<file path="src/rtl/arrow_board_ctrl.sv">
// Arrow board sequencing controller: phase timebase, frame-deferred
// configuration, lamp-test and blanking controls for the lamp decoder.
module arrow_board_ctrl #(
    parameter int PRESCALE = 1000,
    parameter int LT_STEPS = 4
) (
    input  logic       clk,
    input  logic       rst_n,
    input  logic       hold,
    input  logic [7:0] step_div,
    input  logic       cfg_valid,
    output logic       cfg_ready,
    input  logic [7:0] cfg_data,
    output logic [1:0] phase,
    output logic [3:0] pattern,
    output logic       flashing,
    output logic       sequential,
    output logic       lt,
    output logic       bi,
    output logic       frame_start
);

    localparam int PW =
        (PRESCALE > 1) ? $clog2(PRESCALE) : 1;
    localparam logic [PW-1:0] PMAX =
        PW'(PRESCALE - 1);
    localparam logic [3:0] LTN = 4'(LT_STEPS);

    typedef struct packed {
        logic       blank;
        logic       seq;
        logic       flash;
        logic [3:0] pat;
    } cfg_t;

    logic [PW-1:0] pcnt;
    logic [7:0]    scnt;
    logic [3:0]    ltcnt;
    logic          pending;
    logic          configured;
    cfg_t          pend;

    logic tick;
    logic step;
    logic boundary;
    logic accept;
    logic first;
    logic lt_req;

    assign cfg_ready = ~pending;
    assign accept    = cfg_valid & cfg_ready;
    assign first     = accept & ~configured;
    assign lt_req    = accept & cfg_data[6];
    assign tick      = ~hold & (pcnt == PMAX);
    assign step      = tick & (scnt >= step_div);
    assign boundary  = step & (phase == 2'd3);

    // First configuration restarts the timebase so the
    // animation starts cleanly from phase 0.
    always_ff @(posedge clk or negedge rst_n) begin
        if (!rst_n) begin
            pcnt        <= '0;
            scnt        <= '0;
            phase       <= '0;
            frame_start <= 1'b0;
        end else if (first) begin
            pcnt        <= '0;
            scnt        <= '0;
            phase       <= '0;
            frame_start <= 1'b0;
        end else begin
            frame_start <= boundary;
            if (!hold) begin
                if (tick) pcnt <= '0;
                else      pcnt <= pcnt + PW'(1);
            end
            if (tick) begin
                if (step) scnt <= '0;
                else      scnt <= scnt + 8'd1;
            end
            if (step) phase <= phase + 2'd1;
        end
    end

    always_ff @(posedge clk or negedge rst_n) begin
        if (!rst_n) begin
            pattern    <= '0;
            flashing   <= 1'b0;
            sequential <= 1'b0;
            bi         <= 1'b0;
            pending    <= 1'b0;
            pend       <= '0;
            configured <= 1'b0;
        end else if (first) begin
            pattern    <= cfg_data[3:0];
            flashing   <= cfg_data[4];
            sequential <= cfg_data[5];
            bi         <= ~cfg_data[7];
            configured <= 1'b1;
        end else if (boundary && pending) begin
            pattern    <= pend.pat;
            flashing   <= pend.flash;
            sequential <= pend.seq;
            bi         <= ~pend.blank;
            pending    <= 1'b0;
        end else if (accept) begin
            pend.pat   <= cfg_data[3:0];
            pend.flash <= cfg_data[4];
            pend.seq   <= cfg_data[5];
            pend.blank <= cfg_data[7];
            pending    <= 1'b1;
        end
    end

    // A fresh request reloads even when a step lands on the same edge.
    always_ff @(posedge clk or negedge rst_n) begin
        if (!rst_n) begin
            lt    <= 1'b1;
            ltcnt <= '0;
        end else if (lt_req) begin
            lt    <= 1'b0;
            ltcnt <= LTN;
        end else if (step && ltcnt != 4'd0) begin
            ltcnt <= ltcnt - 4'd1;
            if (ltcnt == 4'd1) lt <= 1'b1;
        end
    end

endmodule

</file>
<file path="config.mk">
export PLATFORM = sky130hd
export DESIGN_NAME = arrow_board_ctrl
export DESIGN_NICKNAME = d
export VERILOG_FILES = /design/src/rtl/arrow_board_ctrl.sv
export SDC_FILE = /design/constraint.sdc
export NUM_CORES = 1
export LEC_CHECK = 0
export ABC_AREA = 1
export BUFFER_PORTS_ARGS = -buffer_cell sky130_fd_sc_hd__buf_4
export CORE_MARGIN = 2
export CORE_UTILIZATION = 50
export CTS_BUF_LIST = sky130_fd_sc_hd__clkbuf_8
export DETAILED_ROUTE_END_ITERATION = 6
export GPL_TIMING_DRIVEN = 1
export MAX_ROUTING_LAYER = met4
export PLACE_DENSITY = 0.75
export REMOVE_ABC_BUFFERS = 1
export SETUP_SLACK_MARGIN = 0.2
export SLEW_MARGIN = 20
export SYNTH_ARGS = -nofsm -noshare
export SYNTH_HDL_FRONTEND = slang
export SYNTH_SLANG_ARGS = --single-unit
</file>
<file path="constraint.sdc">
create_clock -name clk -period 1.85 [get_ports clk]
set_clock_uncertainty 0.15 [all_clocks]
set_input_delay 0 -clock clk [delete_from_list [all_inputs] [get_ports clk]]
set_output_delay 0 -clock clk [all_outputs]
set_load 0.01 [all_outputs]
</file>
## After elaboration in Yosys (flattened, before gate mapping)

Cells that the tools add are included.

- Reduce and logical (&&, ||, !) cells: 12
- Add/subtract/negate cells: 4
- Divide/modulo/power cells: 0
- Shift-type cells: 0
- Bitwise gates (word level): 13
- Order comparisons: 1
- Multiply operators: 0
- Mux-type cells: 24
- Eq/ne operators: 4

Operators with widths:

| operator | count |
|---|---|
| two-way mux 10 bit | 3 |
| two-way mux 8 bit | 3 |
| two-way mux 4 bit | 4 |
| two-way mux 1 bit | 12 |
| nonzero test 2 bit | 6 |
| adder 10 x 1 -> 10 bit, second input constant | 1 |
| equality test 10 bit, second input constant | 1 |
| adder 8 x 1 -> 8 bit, second input constant | 1 |
| greater-or-equal comparator 8 bit | 1 |
| inverter 1 bit | 7 |
| bitwise AND 1 bit | 6 |
| equality test 4 x 1 -> 1 bit, second input constant | 1 |
| two-way mux 2 bit | 2 |
| AND reduction 2 bit | 2 |
| nonzero test 4 bit | 1 |
| subtractor 4 x 1 -> 4 bit, second input constant | 1 |
| AND reduction 3 bit | 1 |
| adder 2 x 1 -> 2 bit, second input constant | 1 |
| equality test 2 bit, second input constant | 1 |
| logical AND 1 bit | 2 |
| != test 2 bit, second input constant | 1 |

- Memories kept: 0
- Bits in writable memories: 0
- Bits in read-only memories: 0
- Output and inout bits: 12
- Register bits after elaboration: 42
- Input bits: 20
- Latch bits: 0

## Longest topological paths before layout

Gate-level depths: netlist of run 1.

- Depth in word-level cells: 7
- Mapped depth: 13
- Depth with buffers taken out: 13

## Least setup slack after synthesis of run 1

OpenSTA, ideal clock, no wires.

- Path type: register to register
- From: register scnt[3]
- To: register scnt[2]
- Cell stages (with the launch flop): 11
- Data required time: 1.620 ns
- Arrival: 1.457 ns
- Period minus slack after synthesis: 1.688 ns
- Path buffers: 0
- Setup slack: 0.162 ns
- Path through: dfrtp_1 > ha_1 > nand2_1 > nor2_1 > nor2_1 > nand2_1 > nand2_1 > nand2_2 > nand2_2 > nand2_1 > nor3_2

- Cells in the longest elaborated chain, start to end: 5

Ends and longest elaborated chain:

| element | line | source |
|---|---|---|
| start, declared | 37 | `logic [7:0] scnt;` |
| start signal, assigned | 79 | `else scnt <= scnt + 8'd1;` |
| greater-or-equal comparator 8 bit | 55 | `assign step = tick & (scnt >= step_div);` |
| bitwise AND 1 bit | 55 |  |
| two-way mux 8 bit | 78 | `if (step) scnt <= '0;` |
| two-way mux 8 bit | 77 | `if (tick) begin` |
| two-way mux 8 bit | 66 | `end else if (first) begin` |

Every way passes these cells. The select of a mux whose other input is x is not followed.
A chain may end at the register's enable or synchronous reset.

## Worst setup path in the final report of run 1

- From: register scnt[6]
- To: register pattern[3]

- Cells in the longest elaborated chain, start to end: 5

Ends and longest elaborated chain:

| element | line | source |
|---|---|---|
| greater-or-equal comparator 8 bit | 55 |  |
| bitwise AND 1 bit | 55 |  |
| bitwise AND 1 bit | 56 | `assign boundary = step & (phase == 2'd3);` |
| logical AND 1 bit | 100 | `end else if (boundary && pending) begin` |
| nonzero test 2 bit (no source line) | - |  |
| end signal, assigned | 95 | `pattern <= cfg_data[3:0];` |
| end signal, assigned | 101 | `pattern <= pend.pat;` |
| end, declared | 15 | `output logic [3:0] pattern,` |

Every way passes these cells.

==> summary.md, run 1 <==
| Metric | Value |
|---|---|
| CP Launch Type | register |
| Final Cycle Share | 97.87% |
| Number of synthesized flops with an enable pin | 0 |
| Clk_lat worst skew | 0.29 ns |
| Worst hold path class | input port to async pin |
| Slew headroom | 64.80% |
| Post-Layout Cell Count | 411 |
| Distinct cell type count after synthesis | 30 |
| CTS tree | yes |
| Vias per cell | 5.260 |
| Core area | 4444 um2 |
| CTS max path bufs | 2 |
| CTS H-tree depth | 2 |
| Full die area | 5287 um2 |
| RSZ-0062 raised after global routing | yes |
| Filler instances | 337 |
| Worst Setup End Kind | register |
| Synthesized area per cell | 8.031 um2 |
| Setup TNS | 0 ns |
| Most frequent cell on the critical path | nand2_1 |
| Vias in the first global route | 1985 |
| Syn Inst Count | 294 |
| GRT Total Usage | 21.19% |
| #FFs+latches synth | 42 |
| Slew @ Worst Pin | 0.5280 ns |
| Max VDD drop | 0.4677 mV |
| Commonest non-fill, non-tap cell in the layout | nand2_1 |
| Fin area | 3261 um2 |
| Power per Cell Area | 727.4 nW/um2 |
| CP Max Fanout | 7 |
| Critical path's slowest cell | dfrtp_1 |
| Buffers on Ports | 31 |
| Ys Warns | 0 |
| Required time of the critical path | 1.93 ns |
| Pwr Total | 2.372 mW |
| ANT cells | 0 |
| Drt drc | 0 |
| CP peak stage delay | 0.42 ns |
| Layout Nets | 392 |
| CTS Root Cell | clkbuf_8 |
| Number of setup violations in the final report | 0 |
| Worst-path cell chain | ha_1, nand2_1, o21a_1, nand2_4, nand4_4, nand2_4, nand2_1, nand2_1 |
| CTS Sinks | 42 |
| Die Ht | 72.72 um |
| Sequential area share after synthesis | 44.57% |
| Main synth FF type | dfrtp_1 |
| Most frequent cells in the layout | nand2_1 (55), buf_4 (47), inv_1 (45) |
| Grt ovf | 0 |
| Number of CTS-inserted buffers | 5 |
| Area grow syn2layout | 38.10% |
| Minimum clock period | 1.811 ns |
| Post-DP HPWL | 3.356 mm |
| Outcome | finished, final reports clean |
| DP Worst Slack | -0.004167 ns |
| Cell row count | 24 |
| WL/cell | 13.09 um |
| Max_cap viols | 0 |
| Post-synth design cell area | 2361 um2 |
| Asr flop ratio synth | 100.0% |
| DRT Wirelength | 5.380 mm |
| Routability cong. | 0.9502 |
| Final hold vios | 0 |
| Kind of critical path | register to register |
| Initial Util | 53.12% |
| Area after DPL | 2693 um2 |
| Final setup margin | 0.03934 ns |
| Top achievable clock speed | 0.5523 GHz |
| Vias | 2162 |
| Share of cells above drive strength 1 | 34.26% |
| First-pass GRT wire length | 8.514 mm |
| Arrival time worst endpoint | 1.89 ns |
| Drt pass-1 iters | 4 |
| Antenna violation net count after detailed routing | 0 |
| Largest net degree at the start of global routing | 43 |
| Leak pwr | 1.664 nW |
| Die Width | 72.72 um |
| Worst-path clk slew | 0.08 ns |
| Dpl cells | 381 |
| Final hold slack | 0.07195 ns |
| I/O Pins | 32 |
| Initial antenna violation count | 0 |
| Slew Viols, Final | 0 |
| Detailed Route Iter0 Violations | 102 |
| Post-layout util | 73.37% |
==> registers in the layout (all words and copies together), names as in the netlist <==
register     flops
pcnt            10
scnt             8
pend             7
ltcnt            4
pattern          4
phase            2
bi               1
configured       1
flashing         1
frame_start      1
lt               1
pending          1
sequential       1
==> power by group <==
group | leakage, nW | switching (mW) | internal, mW | total [mW]
Sequential | 0.525 | 0.127 | 1.07 | 1.19
Combinational | 1.09 | 0.345 | 0.266 | 0.610
Clock | 0.0438 | 0.313 | 0.254 | 0.567
Total | 1.66 | 0.785 | 1.59 | 2.37
==> cell families (layout without fill, tap and decap cells) <==
logic type	count (synthesis)	count (layout)	share of synthesized area (%)
AO/OA/AOI/OAI	42	42	9.380
XOR/XNOR	5	5	1.855
adder cells (fa/ha/maj)	13	13	6.889
buffers and inverters	53	117	9.062
flip-flops	42	42	44.57
AND/OR/NAND/NOR	139	140	28.25
==> worst max-delay path, delay by kind of cell (launching register included) <==
family | cells | cell delay (ns)
AO/OA/AOI/OAI | 1 | 0.21
adder cells (fa/ha/maj) | 1 | 0.28
flip-flops | 1 | 0.42
AND/OR/NAND/NOR | 6 | 0.67
==> path summary, 6_finish.rpt <==
check / start / end / slack, ns / cells past startpoint
worst max-delay path: scnt[6] / pattern[3] / 0.04 / 8
worst min-delay path: rst_n / scnt[6] / 0.07 / 2
worst max register to register: scnt[6] / pattern[3] / 0.04 / 8
worst min register to register: lt / lt / 0.32 / 2
max in group asynchronous: rst_n / pending / 1.08 / 2
min in group clk: lt / lt / 0.32 / 2
==> synthesized netlist by cell type (3+ instances only) <==
library cell  instances  share of area [%]
a21oi_1              10                2.1
buf_2                 3               0.64
dfrtp_1              41                 43
ha_1                 13                6.9
inv_1                46                7.3
nand2_1              68                 11
nand2_2               6                1.6
nand3_1              23                4.9
nand4_1               4                1.1
nor2_1               20                3.2
nor3_1                6                1.3
o21ai_0              24                5.1
o21ai_1               4               0.85
xor2_1                5                1.9
==> area by class of cell <==
cell class | instances | area [um2] | area share, %
Multi-Input combinational cell | 200 | 1361 | 41.75
Tap cell | 52 | 65.06 | 1.995
Clock buffer | 5 | 68.82 | 2.111
Timing Repair Buffer | 62 | 516.7 | 15.85
Clock inverter | 2 | 10.01 | 0.3070
Inverter | 48 | 185.2 | 5.679
Sequential cell | 42 | 1054 | 32.31
==> routing by layer <==
layer	part of all wire (%)	up-vias	global-route usage (%)
li1	-	1066	-
met1	45	1046	26.47
met2	51	46	35.25
met3	3.1	4	4.282
met4	0.71	0	5.556
met5	0	-	-
==> timing repair <==
action | in CTS | in global routing
endpoints found under the setup margin | 24 | 39
hold endpoints to repair | 64 | 0
setup buffers | 1 | 10
gates cloned | 1 | 0
pin swaps | 7 | 22
hold buffers | 11 | 0
gates resized for setup | 16 | 53
No activity file was read; power rests on OpenSTA's default activity.
==> inputs of run 2 (changes only) <==
==> constraint.sdc (replaced) <==
create_clock -name clk -period 2.1 [get_ports clk]
set_clock_uncertainty 0.15 [all_clocks]
set_input_delay 0 -clock clk [delete_from_list [all_inputs] [get_ports clk]]
set_output_delay 0 -clock clk [all_outputs]
set_load 0.01 [all_outputs]
==> run 2 against run 1 <==
Sequential power is 13% lower; first-iteration DRC count increased by 17%; clock-buffer cell count is the same; flip-flop and latch count did not move; non-clock buffer count is 11 lower; critical path depth grew 1; largest cell class unchanged; largest power group unchanged; highest routed layer unchanged.
==> summary.md, run 2 (synthesis gave the netlist of run 1 again) <==
| Metric | Value |
|---|---|
| Full die area | 5287 um2 (unchanged) |
| Initial antenna violation count | 0 (unchanged) |
| Routability cong. | 0.8754 (-7.9%) |
| Power per Cell Area | 659.9 nW/um2 (-9.3%) |
| Setup TNS | 0 ns (unchanged) |
| Post-DP HPWL | 3.138 mm (-6.5%) |
| Die Width | 72.72 um (unchanged) |
| Internal | 1.339 mW (-16%) |
| Share of cells above drive strength 1 | 21.84% (-12 points) |
| Max_cap viols | 0 (unchanged) |
| Drt drc | 0 (unchanged) |
| First-pass GRT wire length | 7.893 mm (-7.3%) |
| Leak pwr | 1.591 nW (-4.4%) |
| Largest net degree at the start of global routing | 43 (unchanged) |
| Max VDD drop | 0.4455 mV (-4.7%) |
| Flop pwr share | 53.3% (+2.9 points) |
| Final hold vios | 0 (unchanged) |
| Slew Viols, Final | 0 (unchanged) |
| Top sig layer | met4 |
| Core area | 4444 um2 (unchanged) |
| RSZ-0062 raised after global routing | yes |
| Switch share | 30.95% (-2.2 points) |
| Antenna violation net count after detailed routing | 0 (unchanged) |
| Die Ht | 72.72 um (unchanged) |
| Grt ovf | 0 (unchanged) |
| Worst reg2reg path endpoint | pattern[0] |
| Arrival time worst endpoint | 1.87 ns (-0.02 ns) |
| Commonest non-fill, non-tap cell in the layout | nand2_1 |
| Initial Util | 53.12% (unchanged) |
| Worst reg-to-reg path cell count | 9 (+1) |
| Most frequent cells in the layout | nand2_1 (65), inv_1 (47), dfrtp_1 (40), buf_4 (40), o21ai_0 (24) |
| Worst hold path class | input port to async pin |
| Area grow syn2layout | 24.48% |
| CTS Sinks | 42 (unchanged) |
| Met3 wire len | 202 um (+22%) |
| ANT cells | 0 (unchanged) |
| CTS tree | yes |
| Kind of critical path | register to register |
| Most flop-heavy register | pcnt |
| Vias in the first global route | 1834 (-7.6%) |
| Vias per cell | 5.073 (-3.6%) |
| Biggest registers after layout | pcnt x10, scnt x8, pend x7 |
| CTS max path bufs | 2 (unchanged) |
| Fin area | 2939 um2 (-9.9%) |
| DRT Wirelength | 4.652 mm (-14%) |
| Comb pwr share | 21.7% (-4.0 points) |
| Final Cycle Share | 85.20% (-13 points) |
| Buffers on Ports | 31 (unchanged) |
| CP Launch Type | register |
| Worst-path clk slew | 0.08 ns (about the same) |
| Top achievable clock speed | 0.5589 GHz (+1.2%) |
| Number of setup violations in the final report | 0 (unchanged) |
| CP Max Fanout | 7 (unchanged) |
| Clk_lat worst skew | 0.29 ns (about the same) |
| Slew @ Worst Pin | 0.5283 ns (+0.0002493 ns) |
| Vias | 2029 (-6.2%) |
| Slew headroom | 64.78% (about the same) |
| Area after DPL | 2648 um2 (-1.7%) |
| Outcome | finished, final reports clean |
| WL/cell | 11.63 um (-11%) |
| Number of CTS-inserted buffers | 5 (unchanged) |
| Cell row count | 24 (unchanged) |
| I/O Pins | 32 (unchanged) |
| Reg-to-reg startpoint | scnt[5] |
| Clk pwr share | 25.0% (+1.1 points) |
| GRT Total Usage | 19.65% (-1.5 points) |
| R2R setup slack | 0.31 ns (+0.27 ns) |
| Post-Route M1 WL | 2.232 mm (-7.7%) |
| CTS H-tree depth | 2 (unchanged) |
| Required time of the critical path | 2.18 ns (+0.25 ns) |
| Max reg flops | 10 (unchanged) |
| Met2 WL post-DR | 2.173 mm (-21%) |
| Drt pass-1 iters | 4 (unchanged) |
| Minimum clock period | 1.789 ns (-0.02144 ns) |
| Net switching power | 0.6003 mW (-24%) |
| Layout Nets | 381 (-2.8%) |
| Detailed Route Iter0 Violations | 119 (+17%) |
| Worst Setup End Kind | register |
| CTS Root Cell | clkbuf_8 |
## run 2: power groups by stage
stage / sequential [mW] / combinational, mW / clock [mW]
after floorplan: 1.03 / 0.300 / 0
after global placement: 1.04 / 0.390 / 0
after detailed placement: 1.05 / 0.404 / 0
after CTS: 1.03 / 0.422 / 0.495
after global routing: 1.05 / 0.505 / 0.532
final: 1.03 / 0.421 / 0.484
## run 2: critical path, cell delays in order (launching register included)
cell,delay [ns]
dfrtp_1,0.43
ha_1,0.32
nand2_1,0.09
nor2_2,0.13
nand2_2,0.08
nand2_4,0.12
nand4_4,0.14
nand2_4,0.15
nand2_1,0.06
nand2_1,0.05
## run 2: per-stage QoR
stage                     power [mW]  util, %  std cells  setup slack (ns)  hold WS [ns]
final                          1.940    66.13        400            0.3108       0.06385
after detailed placement       1.451    59.57        375            0.2055       -0.1320
after floorplan                1.328        -        289            0.3744       -0.4456
after CTS                      1.951    63.94        393            0.2160       0.09500
after global placement         1.435    59.57        375            0.2770       -0.1273
after global routing           2.088    66.13        400            0.1602        0.1333
## run 2: cell type report
class	count	area, um2
timing repair buffer	51	410.4
fill	383	1505
clock inverter	2	7.507
clock buffer	5	68.82
tap	52	65.06
multi-input combinational	200	1154
inverter	48	180.2
sequential	42	1054
## run 2: worst max path at each step
stage                       start         end  slack (ns)  cells after the start
after global routing      scnt[5]  pattern[1]        0.16                      9
final                     scnt[5]  pattern[0]        0.31                      9
after CTS                 scnt[3]  pattern[0]        0.22                     11
after global placement    scnt[0]     scnt[2]        0.28                     11
after detailed placement  scnt[3]     scnt[1]        0.21                     10
after floorplan           pcnt[1]     pcnt[7]        0.37                      9
## run 2: timing repair
| item | CTS | global route |
|---|---|---|
| buffers inserted | 0 | 6 |
| cloned | 0 | 1 |
| endpoints found under the setup margin | 8 | 19 |
| endpoints found under the hold margin | 65 | 0 |
| hold buffers | 11 | 0 |
| pin swaps | 0 | 5 |
| resized for setup | 2 | 10 |
## run 2: metal layers
| metal | up-vias | track usage [%] |
|---|---|---|
| met2 | 51 | 29.70 |
| li1 | 1044 | - |
| met4 | 0 | 4.527 |
| met3 | 8 | 5.110 |
| met1 | 926 | 26.74 |
| met5 | - | - |
==> inputs of run 3 (changes only) <==
--- a/config.mk
+++ b/config.mk
@@ -9,7 +9,6 @@
 export BUFFER_PORTS_ARGS = -buffer_cell sky130_fd_sc_hd__buf_4
 export CORE_MARGIN = 2
 export CORE_UTILIZATION = 50
-export CTS_BUF_LIST = sky130_fd_sc_hd__clkbuf_8
 export DETAILED_ROUTE_END_ITERATION = 6
 export GPL_TIMING_DRIVEN = 1
 export MAX_ROUTING_LAYER = met4
==> run 3 against run 2 <==
Critical path depth up 2; hold slack worse by 0.0015 ns; non-clock buffer count unchanged; critical endpoint unchanged.
==> summary.md, run 3 (synthesis gave the netlist of run 1 again) <==
| Metric | Value |
|---|---|
| Initial antenna violation count | 0 (unchanged) |
| Post-Route M1 WL | 2.222 mm (-0.45%) |
| Die Ht | 72.72 um (unchanged) |
| Routability cong. | 0.8754 (unchanged) |
| Antenna violation net count after detailed routing | 0 (unchanged) |
| Drt pass-1 iters | 4 (unchanged) |
| Grt ovf | 0 (unchanged) |
| Worst reg2reg path endpoint | pattern[0] |
| DP Worst Slack | 0.2055 ns (unchanged) |
| Post-DP HPWL | 3.138 mm (unchanged) |
| Reg-to-reg startpoint | scnt[1] |
| Biggest registers after layout | pcnt x10, scnt x8, pend x7 |
| Share of cells above drive strength 1 | 21.84% (unchanged) |
| Required time of the critical path | 2.18 ns (about the same) |
| Power per Cell Area | 664.1 nW/um2 (+0.64%) |
| Buffers on Ports | 31 (unchanged) |
| Max VDD drop | 0.4458 mV (about the same) |
| Most frequent cells in the layout | nand2_1 (65), inv_1 (45), dfrtp_1 (40), buf_4 (40), o21ai_0 (24) |
| Slew @ Worst Pin | 0.5281 ns (-0.0001830 ns) |
| Most flop-heavy register | pcnt |
| Number of CTS-inserted buffers | 5 (unchanged) |
| Minimum clock period | 1.787 ns (-0.002345 ns) |
| Leak pwr | 1.583 nW (-0.52%) |
| Max reg flops | 10 (unchanged) |
| Slew Viols, Final | 0 (unchanged) |
| CTS H-tree depth | 2 (unchanged) |
| R2R setup slack | 0.31 ns (about the same) |
| GRT Total Usage | 19.65% (unchanged) |
| CTS tree | yes |
| Top achievable clock speed | 0.5596 GHz (+0.13%) |
| Vias per cell | 5.048 (-0.49%) |
| Clk_lat worst skew | 0.29 ns (about the same) |
| Worst hold path class | input port to async pin |
| Max_cap viols | 0 (unchanged) |
| Commonest non-fill, non-tap cell in the layout | nand2_1 |
| Top sig layer | met4 |
| Number of setup violations in the final report | 0 (unchanged) |
| Cell row count | 24 (unchanged) |
| Met3 wire len | 219 um (+8.4%) |
| Worst reg-to-reg path cell count | 11 (+2) |
| RSZ-0062 raised after global routing | yes |
| CTS max path bufs | 2 (unchanged) |
| Crit path from | scnt[1] |
| CP Max Fanout | 7 (unchanged) |
| Final Cycle Share | 85.09% (-0.11 points) |
| Final hold vios | 0 (unchanged) |
| Final setup margin | 0.3131 ns (+0.002345 ns) |
| Worst-path clk slew | 0.08 ns (about the same) |
| Full die area | 5287 um2 (unchanged) |
| Vias in the first global route | 1834 (unchanged) |
| CTS Sinks | 42 (unchanged) |
| Vias | 2019 (-0.49%) |
| Slew headroom | 64.79% (about the same) |
| Kind of critical path | register to register |
| Area grow syn2layout | 24.48% (unchanged) |
| Drt drc | 0 (unchanged) |
| ANT cells | 0 (unchanged) |
| Die Width | 72.72 um (unchanged) |
| Initial Util | 53.12% (unchanged) |
| I/O Pins | 32 (unchanged) |
| Setup TNS | 0 ns (unchanged) |
| Met2 WL post-DR | 2.182 mm (+0.41%) |
| Largest net degree at the start of global routing | 43 (unchanged) |
| WL/cell | 11.66 um (+0.21%) |
| Core area | 4444 um2 (unchanged) |
| CTS Root Cell | clkbuf_8 |
| Worst Setup End Kind | register |
| First-pass GRT wire length | 7.893 mm (unchanged) |
| Layout Nets | 381 (unchanged) |
| Detailed Route Iter0 Violations | 119 (unchanged) |
| DRT Wirelength | 4.662 mm (+0.21%) |
| CP Launch Type | register |
| Arrival time worst endpoint | 1.87 ns (about the same) |
| Outcome | finished, final reports clean |
[run 3: changes by cell type in the layout (fill, tap and decap cells not counted)]
cell | before | now
clkbuf_1 | 0 | 2
inv_1 | 47 | 45
[run 3: per-layer routing]
layer | track usage [%] | vias to the layer above
met2 | 29.70 | 48
met4 | 4.527 | 0
met1 | 26.74 | 923
met3 | 5.110 | 6
met5 | - | -
li1 | - | 1042
[run 3: area by class of cell]
cell class | instances | area (um2)
Tap cell | 52 | 65.06
Multi-Input combinational cell | 200 | 1154
Fill cell | 383 | 1505
Inverter | 48 | 180.2
Timing Repair Buffer | 51 | 410.4
Sequential cell | 42 | 1054
Clock buffer | 7 | 76.32
[run 3: worst max-delay path, stage by stage, from the launching register on]
cell	delay [ns]
dfrtp_2	0.45
ha_4	0.27
nand2_1	0.05
nor2_1	0.09
nor2_1	0.05
nand2_1	0.07
nand2_2	0.07
nand2_4	0.12
nand4_4	0.14
nand2_4	0.15
nand2_1	0.06
nand2_1	0.05
[run 3: repair_timing]
action | in CTS | in global routing
setup buffers | 0 | 6
hold endpoints to repair | 65 | 0
setup endpoints to repair | 8 | 19
hold buffers | 11 | 0
gates cloned | 0 | 1
gates resized for setup | 2 | 10
pin swaps | 0 | 5
[run 3: how the worst max path moves through the flow]
| stage | endpoint | slack (ns) | cells past startpoint |
|---|---|---|---|
| 4_1_cts | pattern[0] | 0.22 | 11 |
| 3_5_place_dp | scnt[1] | 0.21 | 10 |
| 5_1_grt | pattern[1] | 0.16 | 9 |
| 3_3_place_gp | scnt[2] | 0.28 | 11 |
| 6_report | pattern[0] | 0.31 | 11 |
| 2_1_floorplan | pcnt[7] | 0.37 | 9 |
[run 3: power by group]
group | leakage, nW | switching (mW) | internal [mW] | total, mW
clock | 0.0383 | 0.266 | 0.229 | 0.495
sequential | 0.524 | 0.0944 | 0.940 | 1.03
combinational | 1.02 | 0.242 | 0.180 | 0.422
total | 1.58 | 0.603 | 1.35 | 1.95
[run 3: through the flow]
stage,hold WS [ns],cells,util (%),area (um2),power [mW]
global placement,-0.1273,375,59.57,2648,1.435
floorplan,-0.4456,289,-,2327,1.328
finish,0.06235,400,66.13,2939,1.952
global route,0.1338,400,66.13,2939,2.097
CTS,0.09500,393,63.94,2841,1.960
detailed placement,-0.1320,375,59.57,2648,1.451
